--- config.mk ---
export PLATFORM = sky130hd
export DESIGN_NAME = alu_bit_cells
export DESIGN_NICKNAME = d
export VERILOG_FILES = /design/src/rtl/alu_bit_cells.sv
export SDC_FILE = /design/constraint.sdc
export NUM_CORES = 1
export LEC_CHECK = 0
export CORE_UTILIZATION = 38
export CTS_CLUSTER_SIZE = 30
export DETAILED_ROUTE_END_ITERATION = 7
export PLACE_DENSITY_LB_ADDON = 0.08
export RECOVER_POWER = 50
export SYNTH_ARGS = -nofsm -noshare
export SYNTH_HDL_FRONTEND = slang
export SYNTH_SLANG_ARGS = --single-unit
--- constraint.sdc ---
create_clock -name clk -period 0.8 [get_ports clk]
set_input_delay 0.12 -clock clk [delete_from_list [all_inputs] [get_ports clk]]
set_output_delay 0.12 -clock clk [all_outputs]
set_load 0.01 [all_outputs]
--- src/rtl/alu_bit_cells.sv ---
// Registered front-end bundle of the ALU's 1-bit cells: half adder, full adder and
// 3-to-8 decoder share the same inputs; all results appear together one clock later.
module alu_bit_cells #(
  parameter bit DEC_ACTIVE_HIGH = 1'b1
) (
  input  logic       clk,
  input  logic       rst_n,
  input  logic       in_valid,
  input  logic       a,
  input  logic       b,
  input  logic       cin,
  input  logic       dec_en,
  output logic       out_valid,
  output logic       ha_s,
  output logic       ha_c,
  output logic       fa_s,
  output logic       fa_c,
  output logic [7:0] dec_out
);

  // Decoder pattern with no line selected, in the configured polarity.
  localparam logic [7:0] DEC_IDLE = DEC_ACTIVE_HIGH ? 8'h00 : 8'hFF;

  logic       w_ha_s;
  logic       w_ha_c;
  logic       w_fa_s;
  logic       w_fa_c;
  logic [2:0] w_dec_idx;
  logic [7:0] w_dec_hot;
  logic [7:0] w_dec_line;

  logic       r_out_valid;
  logic       r_ha_s;
  logic       r_ha_c;
  logic       r_fa_s;
  logic       r_fa_c;
  logic [7:0] r_dec_out;

  assign w_ha_s    = a ^ b;
  assign w_ha_c    = a & b;
  assign w_fa_s    = a ^ b ^ cin;
  assign w_fa_c    = (a & b) | (a & cin) | (b & cin);
  assign w_dec_idx = {a, b, cin};

  always_comb begin
    // NOTE: default every bit first so no path through this block can infer a latch.
    w_dec_hot = 8'h00;
    for (int i = 0; i < 8; i++) begin
      w_dec_hot[i] = dec_en && (w_dec_idx == 3'(i));
    end
  end

  assign w_dec_line = DEC_ACTIVE_HIGH ? w_dec_hot : ~w_dec_hot;

  always_ff @(posedge clk or negedge rst_n) begin
    if (!rst_n) begin
      r_out_valid <= 1'b0;
      r_ha_s      <= 1'b0;
      r_ha_c      <= 1'b0;
      r_fa_s      <= 1'b0;
      r_fa_c      <= 1'b0;
      r_dec_out   <= DEC_IDLE;
    end else begin
      // NOTE: non-blocking assignments so every register samples pre-edge values.
      r_out_valid <= in_valid;
      if (in_valid) begin
        r_ha_s    <= w_ha_s;
        r_ha_c    <= w_ha_c;
        r_fa_s    <= w_fa_s;
        r_fa_c    <= w_fa_c;
        r_dec_out <= w_dec_line;
      end
    end
  end

  assign out_valid = r_out_valid;
  assign ha_s      = r_ha_s;
  assign ha_c      = r_ha_c;
  assign fa_s      = r_fa_s;
  assign fa_c      = r_fa_c;
  assign dec_out   = r_dec_out;

endmodule

# After elaboration in Yosys (flattened, before gate mapping)
# Index checks and enable logic that the tools add are counted.
totals:
  ff_bits: 13
  in_bits: 7
  wordCells: 29
classes:
  n_eq_ne: 7
  bitwise_logic: 7
  n_reduce_logical: 9
op_table:
  columns: ["cell", "count"]
  rows:
  - ["$eq A3 B3 Y1 const B", 4]
  - ["$logic_and A1 B1 Y1", 8]
  - ["$eq A3 B2 Y1 const B", 2]
  - ["$and A1 B1 Y1", 3]
  - ["$eq A3 B1 Y1 const B", 1]
  - ["$logic_not A3 Y1", 1]
  - ["$or A1 B1 Y1", 2]
  - ["$xor A1 B1 Y1", 2]

# Logic depth before layout (Yosys ltp)
depth:
  ltp_word: 3
  depth_mapped: 3
  depth_no_buf: 2

# Least setup slack after synthesis
# No wires, ideal clock.
synth_path:
  kind: "input port to flip-flop"
  start: "input port a"
  end: "register r_fa_s (netlist: fa_s)"
  setup_ns: 0.125
  t_arrival_ns: 0.821
  required_ns: 0.675
  setup_slack_ns: -0.146
  path_stages: 2
  path_cell_list: "fa_1 -> mux2_2"
synth_between:
  elab_chain_cells: 2
synth_lines:
  columns: ["item", "line_no", "rtl"]
  rows:
  - ["from (decl)", "9", "input logic a,"]
  - ["$xor A1 B1 Y1 (2 in a row)", "41", "assign w_fa_s = a ^ b ^ cin;"]
  - ["to (signal assigned)", "69", "r_fa_s <= w_fa_s;"]
  - ["to (decl)", "35", "logic r_fa_s;"]
# No other way between the ends.
# A chain may end at the register's enable or synchronous reset.

==> results.ini <==
[status]
status=complete, but fails checks
violations=setup timing

[power_and_ir_drop]
power.leakage_nw=0.506
ir_worst_vdd_uv=1100
power_density_nw_per_um2=1620
switchingPower_w=0.000342
p_total_w=0.00143
seq_power_share=0.506
switching_share=0.239
p_int_w=0.00109
combPwrFrac=0.225
clockPowerShare=0.269

[worst_hold_path]
hold_start=dec_en
hold_class=in2reg
hold_end=dec_out[3]
holdPathStages=3

[setup_path]
cp-start-kind=flip-flop
critPathMaxFanout=2
r2r_cells=3
crit_arrival_ps=1120
r2r_slack_ps=-150
worstPathRequired_ps=960
worstSetupPathType=reg2reg
rr_startpoint=dec_out[6]
crit_path_end_kind=flip-flop
r2r_end=dec_out[6]

[clock_network]
cts_num_sinks=13
insertion_delay_ps=270
cts.clk_slew.worst_paths_ps=70
cts_htree_levels=1
cts_root_buffer=clkbuf_4
clockBufferDepth=2
cts_tree=built
hold_buffers=0
cts_buffers=3

[floorplanning]
dieWidth_um=41.7
io_pins=20
dieArea_sq_um=1740
core_sq_um=1380
die_h_um=41.7
initial_core_util=0.433
rows=13

[route]
wirelength_um=1220
ant_nets=0
via_per_inst=5.15
drc_errors=0
initialDrtViolationCount=5
vias=458
dr.pass1.iters=4
wl_per_cell_um=13.7

[cells_and_area]
final_common_cell=buf_2
diodes=0
layout_common_cells=buf_2 (14), dfrtp_1 (13), and2b_1 (5), buf_4 (5)
stdcell_count=89
nNetsFinal=84
fillers=116
area_delta_synth_final_pct=47.1
drive_gt1_frac=0.527

[global_routing]
grt_pass1_vias=434
grtUsageTotal=0.163
gr-total-overflow=0
grt_max_degree=14
grt_pass1_wl_um=2080
antenna_found_initial=0

[synth]
async_flop_share=1.00
synth_flop_cell=dfrtp_1
yosysSeqAreaShare=0.544
ys_seq_elements=13
yosysUniqueCellTypes=17
avgSynthCellArea_sq_um=14.2
syn_nets=51
netlist_area_sq_um=598
synth-edff-count=0
syn_inst=42
ys_warn_count=0

[flow_run]
drv_cap=0

[placement]
dp_cells=81
place.gp.congestion=0.711
port_buffers=19
dp_hpwl_um=831
pre_cts_slack_ps=-679

[timing]
setup_slack_ps=-152
min_period_over_period=1.19
finalSetupViolCount=22
rsz0062_at_grt=yes
slew_headroom=0.783
period_minus_slack_ps=952
max_slew.worst_pin.slew_ps=325
finClkSkew_ps=0
tns_ps=-1870
hold_viol=0
drv_slew=0
fmax_ghz=1.05

## metal layers
metal / track usage / vias up / part of all wire
met2: 0.278 / 15 / 0.54
met5: 0 / - / 0
met4: 0.0194 / 0 / 0
li1: - / 213 / -
met1: 0.192 / 230 / 0.39
met3: 0.0739 / 0 / 0.070
## layout make-up
| type | instances | area, sq um | area share |
|---|---|---|---|
| Tap cell | 15 | 18.8 | 0.0213 |
| Timing Repair Buffer | 30 | 253 | 0.287 |
| Sequential cell | 13 | 325 | 0.370 |
| Inverter | 1 | 3.75 | 0.00427 |
| Multi-Input combinational cell | 26 | 253 | 0.287 |
| Clock buffer | 4 | 26.3 | 0.0299 |
## power groups by stage
stage / Sequential [W] / Clock, W / Combinational [W]
finish: 0.000723 / 0.000385 / 0.000321
detailed placement: 0.000737 / 0 / 0.000329
global placement: 0.000735 / 0 / 0.000327
floorplan: 0.000759 / 0 / 0.000101
global route: 0.000727 / 0.000435 / 0.000351
CTS: 0.000723 / 0.000398 / 0.000308
## synth_stat cells, types with 2 or more instances
library cell | n | area, sq um
nor2b_1 | 4 | 25.0
mux2_2 | 2 | 22.5
and2b_1 | 5 | 37.5
a41o_1 | 4 | 40.0
a31o_2 | 2 | 17.5
mux2_4 | 2 | 30.0
dfrtp_1 | 13 | 325
## what timing repair did
action	in CTS	in global routing
cloned	1	0
setup endpoints to repair	25	22
gates resized for setup	66	4
setup buffers	1	2
## worst max-delay path by stage
| stage | cells past startpoint | endpoint | startpoint | slack [ps] |
|---|---|---|---|---|
| floorplan | 2 | fa_s | a | -130 |
| global placement | 3 | fa_s | b | -650 |
| detailed placement | 3 | fa_s | cin | -680 |
| CTS | 1 | dec_out[6] | dec_out[6] | -130 |
| global route | 1 | dec_out[6] | dec_out[6] | -190 |
| finish | 3 | dec_out[6] | dec_out[6] | -150 |
## kinds of logic after synthesis
| logic type | after synthesis | share of synthesized area |
|---|---|---|
| buffers and inverters | 3 | 0.0502 |
| AOI/OAI and AO/OA | 7 | 0.111 |
| muxes | 5 | 0.105 |
| DFF | 13 | 0.544 |
| and+or+nand+nor | 12 | 0.136 |
| adders and majority gates | 2 | 0.0544 |
## worst max-delay path, cell delays in order (launching register included)
cell     delay (ps)
dfrtp_1         400
buf_6           120
nor2b_4         110
a41o_1          200
## flip-flops by register name, summed over array words and instances (netlist names)
register,count
fa_c,1
ha_s,1
ha_c,1
dec_out,8
out_valid,1
fa_s,1
## through the flow
step / hold WS (ps) / util / area, sq um
after floorplan: -176 / - / 601
after global placement: 467 / 0.623 / 861
after detailed placement: 475 / 0.623 / 861
after CTS: 182 / 0.624 / 863
after global routing: 237 / 0.636 / 880
final: 241 / 0.636 / 880
(Power assumes the default switching activity.)
